## src/rtl/noise_est_pkg.sv

```systemverilog
// Shared fixed-point constants, accumulator sizing and FSM states for the
// receive-side noise power estimator.
package noise_est_pkg;

  // Input samples are S(8,7); power is U(16,14), i.e. twice the input fraction.
  localparam int NBT_IN  = 8;
  localparam int NBF_IN  = 7;
  localparam int NBT_POW = 16;
  localparam int NBF_POW = 2 * NBF_IN;

  typedef enum logic {
    IDLE  = 1'b0,
    ACCUM = 1'b1
  } state_t;

  // Power accumulator width: one extra bit per doubling of the window length
  // so a full window of worst-case terms never overflows.
  function automatic int acc_w(input int log2_n);
    return NBT_POW + log2_n;
  endfunction

  // Signed mean accumulator width, same reasoning as acc_w.
  function automatic int mean_w(input int log2_n);
    return NBT_IN + log2_n;
  endfunction

endpackage

```

## src/rtl/npe_square_stage.sv

```systemverilog
// Stage 1 of the estimator: registers I*I+Q*Q together with the raw I/Q
// samples and their qualifier. A synchronous flush drops the pending sample
// when the window is aborted.
module npe_square_stage
  import noise_est_pkg::*;
(
  input  logic                     clk,
  input  logic                     rst,
  input  logic                     flush,
  input  logic                     in_valid,
  input  logic signed [NBT_IN-1:0] noise_i,
  input  logic signed [NBT_IN-1:0] noise_q,
  output logic        [NBT_POW-1:0] sq,
  output logic signed [NBT_IN-1:0] sample_i,
  output logic signed [NBT_IN-1:0] sample_q,
  output logic                     valid
);

  // Squares are non-negative and each is at most 16384, so the unsigned sum
  // tops out at 32768 and fits 16 bits without saturation.
  logic signed [NBT_POW-1:0] ii;
  logic signed [NBT_POW-1:0] qq;
  logic        [NBT_POW-1:0] sq_next;

  assign ii      = noise_i * noise_i;
  assign qq      = noise_q * noise_q;
  assign sq_next = $unsigned(ii) + $unsigned(qq);

  // Pipeline register for the squared magnitude, samples and qualifier.
  // NOTE: sequential state uses <= so every register samples pre-edge values.
  always_ff @(posedge clk or posedge rst) begin
    if (rst) begin
      sq       <= '0;
      sample_i <= '0;
      sample_q <= '0;
      valid    <= 1'b0;
    end else if (flush) begin
      sq       <= '0;
      sample_i <= '0;
      sample_q <= '0;
      valid    <= 1'b0;
    end else begin
      sq       <= sq_next;
      sample_i <= noise_i;
      sample_q <= noise_q;
      valid    <= in_valid;
    end
  end

endmodule

```

## src/rtl/noise_power_est.sv

```systemverilog
// Noise power estimator: mean complex power and per-rail DC mean over windows
// of 2^LOG2_N valid samples, with a one-cycle result strobe.
// Optional NOISE_POWER_EST_PEAK_EN adds o_peak = max(|I|,|Q|) over the window.
module noise_power_est
  import noise_est_pkg::*;
#(
  parameter int LOG2_N = 10
) (
  input  logic                      i_clock,
  input  logic                      i_reset,
  input  logic                      i_enable,
  input  logic                      i_valid,
  input  logic signed [NBT_IN-1:0]  i_noise_I,
  input  logic signed [NBT_IN-1:0]  i_noise_Q,
  output logic        [NBT_POW-1:0] o_power,
  output logic signed [NBT_IN-1:0]  o_mean_I,
  output logic signed [NBT_IN-1:0]  o_mean_Q,
  output logic                      o_valid,
  output logic                      o_busy
`ifdef NOISE_POWER_EST_PEAK_EN
  ,
  output logic        [NBT_IN-1:0]  o_peak
`endif
);

  localparam int PW = acc_w(LOG2_N);
  localparam int MW = mean_w(LOG2_N);

  state_t state_q, state_d;
  logic   accept;
  logic   abort;

  logic        [NBT_POW-1:0] s1_sq;
  logic signed [NBT_IN-1:0]  s1_i;
  logic signed [NBT_IN-1:0]  s1_q;
  logic                      s1_valid;

  logic        [PW-1:0]     acc_p;
  logic signed [MW-1:0]     acc_i;
  logic signed [MW-1:0]     acc_q;
  logic        [LOG2_N-1:0] cnt;

  logic        [PW-1:0]     p_sum;
  logic signed [MW-1:0]     i_sum;
  logic signed [MW-1:0]     q_sum;
  logic                     window_end;

  // State register.
  always_ff @(posedge i_clock or posedge i_reset) begin
    if (i_reset) state_q <= IDLE;
    else         state_q <= state_d;
  end

  // Next state, sample acceptance (including the entry cycle) and abort.
  // NOTE: every output of this block is defaulted first so no latch is inferred.
  always_comb begin
    state_d = state_q;
    accept  = 1'b0;
    abort   = 1'b0;
    case (state_q)
      IDLE: begin
        if (i_enable) begin
          state_d = ACCUM;
          accept  = i_valid;
        end
      end
      ACCUM: begin
        if (!i_enable) begin
          state_d = IDLE;
          abort   = 1'b1;
        end else begin
          accept  = i_valid;
        end
      end
      default: state_d = IDLE;
    endcase
  end

  assign o_busy = (state_q == ACCUM);

  npe_square_stage u_square (
    .clk      (i_clock),
    .rst      (i_reset),
    .flush    (abort),
    .in_valid (accept),
    .noise_i  (i_noise_I),
    .noise_q  (i_noise_Q),
    .sq       (s1_sq),
    .sample_i (s1_i),
    .sample_q (s1_q),
    .valid    (s1_valid)
  );

  // Running totals including the term currently leaving stage 1; at window
  // end these are the full-window sums that get scaled into the outputs.
  assign p_sum      = acc_p + {{LOG2_N{1'b0}}, s1_sq};
  assign i_sum      = acc_i + {{LOG2_N{s1_i[NBT_IN-1]}}, s1_i};
  assign q_sum      = acc_q + {{LOG2_N{s1_q[NBT_IN-1]}}, s1_q};
  assign window_end = s1_valid && (cnt == '1);

  // Accumulators and sample counter; reload to zero at window end so the
  // next sample opens a new window with no gap.
  always_ff @(posedge i_clock or posedge i_reset) begin
    if (i_reset) begin
      acc_p <= '0;
      acc_i <= '0;
      acc_q <= '0;
      cnt   <= '0;
    end else if (abort) begin
      acc_p <= '0;
      acc_i <= '0;
      acc_q <= '0;
      cnt   <= '0;
    end else if (s1_valid) begin
      cnt <= cnt + 1'b1;
      if (window_end) begin
        acc_p <= '0;
        acc_i <= '0;
        acc_q <= '0;
      end else begin
        acc_p <= p_sum;
        acc_i <= i_sum;
        acc_q <= q_sum;
      end
    end
  end

  // Result registers: dropping the low LOG2_N bits divides by the window
  // length, flooring toward -inf for the signed means. Held between strobes.
  always_ff @(posedge i_clock or posedge i_reset) begin
    if (i_reset) begin
      o_power  <= '0;
      o_mean_I <= '0;
      o_mean_Q <= '0;
      o_valid  <= 1'b0;
    end else begin
      o_valid <= 1'b0;
      if (!abort && window_end) begin
        o_valid  <= 1'b1;
        o_power  <= p_sum[PW-1:LOG2_N];
        o_mean_I <= i_sum[MW-1:LOG2_N];
        o_mean_Q <= q_sum[MW-1:LOG2_N];
      end
    end
  end

`ifdef NOISE_POWER_EST_PEAK_EN
  logic [NBT_IN-1:0] abs_i;
  logic [NBT_IN-1:0] abs_q;
  logic [NBT_IN-1:0] peak_q;
  logic [NBT_IN-1:0] peak_next;

  // Magnitudes as unsigned U(8,7); |-128| = 128 fits in 8 unsigned bits.
  always_comb begin
    abs_i     = s1_i[NBT_IN-1] ? $unsigned(-s1_i) : $unsigned(s1_i);
    abs_q     = s1_q[NBT_IN-1] ? $unsigned(-s1_q) : $unsigned(s1_q);
    peak_next = peak_q;
    if (abs_i > peak_next) peak_next = abs_i;
    if (abs_q > peak_next) peak_next = abs_q;
  end

  // Window peak tracker, published alongside the other results.
  always_ff @(posedge i_clock or posedge i_reset) begin
    if (i_reset) begin
      peak_q <= '0;
      o_peak <= '0;
    end else if (abort) begin
      peak_q <= '0;
    end else if (s1_valid) begin
      if (window_end) begin
        peak_q <= '0;
        o_peak <= peak_next;
      end else begin
        peak_q <= peak_next;
      end
    end
  end
`endif

endmodule
```

## config.mk

```make
export PLATFORM = sky130hd
export DESIGN_NAME = noise_power_est
export DESIGN_NICKNAME = d
export VERILOG_FILES = /design/src/rtl/noise_est_pkg.sv /design/src/rtl/npe_square_stage.sv /design/src/rtl/noise_power_est.sv
export SDC_FILE = /design/constraint.sdc
export NUM_CORES = 1
export LEC_CHECK = 0
export CAP_MARGIN = 40
export CORE_MARGIN = 1.5
export CORE_UTILIZATION = 57
export CTS_CLUSTER_DIAMETER = 40
export DETAILED_ROUTE_END_ITERATION = 12
export PLACE_DENSITY = 0.79
export SKIP_CTS_REPAIR_TIMING = 1
export SLEW_MARGIN = 40
export SYNTH_ARGS = -nofsm -noshare
export SYNTH_HDL_FRONTEND = slang
export SYNTH_SLANG_ARGS = --single-unit
export TNS_END_PERCENT = 100
```

## constraint.sdc

```tcl
create_clock -name i_clock -period 5 [get_ports i_clock]
set_clock_uncertainty 0.1 [all_clocks]
set_input_delay 1.5 -clock i_clock [delete_from_list [all_inputs] [get_ports i_clock]]
set_output_delay 1.5 -clock i_clock [all_outputs]
set_load 0.1 [all_outputs]
```

==> qor.yml <==
rsz0062_at_grt: "true"
start_util: 0.5807
fin_hold_ws_ps: 369.3
place.port_buffers: 53
period_needed_ps: 6213
synth_edf_count: 0
grt_usage: 0.2540
drt-pass1-iter-count: 5
violations: "setup timing"
setup_viol: 11
grt-ovfl-total: 0
fin_nets: 1643
synthFlopType: "dfrtp_1"
cts_buffer_depth: 2
ys_types: 68
setup.worst_path.class: "input port to register"
yosys-top-cells-area: "dfrtp_1 (29%), fa_1 (19%), ha_1 (11%)"
p_leak_nw: 7.332
worst_slack_ps: -1213
grt_pass1_vias: 9563
dieArea_mm2: 0.02223
postSynthAreaPerCell_um2: 9.742
cts.sinks: 139
viasPerCell: 5.546
clockRootBuffer: "clkbuf_16"
wl_per_cell_um: 16.47
cts_buffers: 17
end_kind: "register"
drive_gt1_frac: 0.2212
design_area_mm2: 0.01468
cts-htree-levels: 4
seq_area_frac_synth: 0.2859
finalHoldViolCount: 0
final_cells: 1690
area_growth_pct: 20.63
tns_ps: -9459
drv_cap: 0
core-area_mm2: 0.02096
arrival_ps: 6410
via_count: 9372
synth_nets: 1490
synth-seq-cells: 139
die_w_um: 149.1
diodes: 0
synth_async_sr_flop_share: 1.000
min_period_over_period: 1.243
clk_latency_ps: 420
final_max_slew_viol_count: 0
syn_inst: 1249
ant_nets: 0
hold_class: "register to register"
dp_cells: 1646
fp.dieH_um: 149.1
start_kind: "input port"
status: "finished, violations left"
syn_area_mm2: 0.01217
tightest_slew_ps: 803.9
cellPowerDensity_mw_per_mm2: 752.7
place_area_mm2: 0.01374
most-common-layout-cells: "dfrtp_1 (139), inv_1 (134), buf_4 (106)"
cp_max_fo: 6
place_congestion: 0.9059
max_freq_mhz: 160.9
synth.top_cell.area_share: 0.2859
peakVddDrop_uv: 885.2
required_ps: 5200
cts.clk_slew.worst_paths_ps: 60
cts_tree: "yes"
multi_input_area_mm2: 0.008300
place.detailed.hpwl_um: 20690
drc: 0
num_io_pins: 54
max_slew_margin: 0.4640
regArea_mm2: 0.003478
row_count: 53
ys_warn_count: 0
drt_iter0_drc: 463
final_common_cell: "dfrtp_1"
fillers: 1561
synth_top_area_cell: "dfrtp_1"
drt_wl_total_um: 27840
grt_max_degree: 53
antenna_found_initial: 0
grt_first_pass_wirelength_um: 44840
## state kept, by name, summed over array words and instances (netlist names)
signal             count
o_busy                 1
u_square.valid         1
acc_q                 18
u_square.sq           16
o_power               16
o_valid                1
u_square.sample_i      8
cnt                   10
acc_i                 18
o_mean_Q               8
o_mean_I               8
u_square.sample_q      8
acc_p                 26
## per-stage QoR
stage | setup WS [ps] | util | power [mW]
after floorplan | -1436 | - | 6.342
after global placement | -2021 | 0.6628 | 8.274
after detailed placement | -2141 | 0.6556 | 8.581
after CTS | -1707 | 0.6841 | 9.931
after global routing | -1359 | 0.7004 | 11.94
final | -1213 | 0.7004 | 11.05
## worst max-delay path, cell delays in order
cell	delay (ps)
buf_6	110
buf_12	120
and2_4	170
buf_6	110
fa_1	490
fa_1	440
fa_1	600
fa_1	470
fa_1	580
inv_1	70
fa_1	490
inv_2	50
ha_4	150
or4_4	540
a31oi_4	220
buf_6	120
xor2_1	120
nor2_1	60
## cell usage after synthesis, drive strengths merged (23+ instances only)
cell    instances
nor2           57
clkbuf         36
inv           153
a22o           23
nor2b          23
dfrtp         139
and2           58
nand2         111
a21oi          53
xor2           32
o21ai          77
ha            106
fa            115
a21o           27
xnor2          56
## path summary, 6_finish.rpt
path / to / slack (ps) / start / cells after the start
setup / recovery: u_square.sq[12]$_DFF_PP0_ / -1210 / i_noise_Q[7] / 18
hold / removal: o_power[4]$_DFFE_PP0P_ / 370 / o_power[4]$_DFFE_PP0P_ / 2
setup reg to reg: acc_p[22]$_DFFE_PP0P_ / 1890 / acc_p[0]$_DFFE_PP0P_ / 9
hold reg to reg: o_power[4]$_DFFE_PP0P_ / 370 / o_power[4]$_DFFE_PP0P_ / 2
max in group asynchronous: u_square.sq[14]$_DFF_PP0_ / 2650 / i_reset / 4
min in group asynchronous: o_mean_Q[2]$_DFFE_PP0P_ / 1340 / i_reset / 2
## where the power goes
| part | switching, mW | internal (mW) | leakage [nW] | total [mW] |
|---|---|---|---|---|
| clock network | 0.495 | 0.786 | 0.291 | 1.28 |
| logic | 4.22 | 4.03 | 5.27 | 8.25 |
| registers | 0.133 | 1.38 | 1.77 | 1.51 |
| total | 4.85 | 6.20 | 7.33 | 11.0 |
## cells by family (layout without fill, tap and decap cells)
group / after synthesis / in the layout / share of synthesized area
and+or+nand+nor: 335 / 335 / 0.1386
AOI/OAI and AO/OA: 261 / 261 / 0.1416
adders and majority gates: 221 / 221 / 0.2982
buffers and inverters: 193 / 359 / 0.06149
DFF: 139 / 139 / 0.2859
xor gates and xnor gates: 88 / 88 / 0.06334
muxes: 12 / 12 / 0.01090
## routing by layer
metal	global-route usage	vias to the layer above	routed length, um
met5	0	-	0
met4	0.1045	0	905
met3	0.02752	59	898
met2	0.4516	216	14420
met1	0.3146	4605	11620
li1	-	4492	-
## final cells by class
cell class                 count  share of cell area
timing repair buffer         174             0.09360
clock inverter                14             0.01151
sequential                   139              0.2370
multi-input combinational    917              0.5655
inverter                     153             0.03972
clock buffer                  18             0.02924
tap                          275             0.02344
No activity file was read; power rests on OpenSTA's default activity.
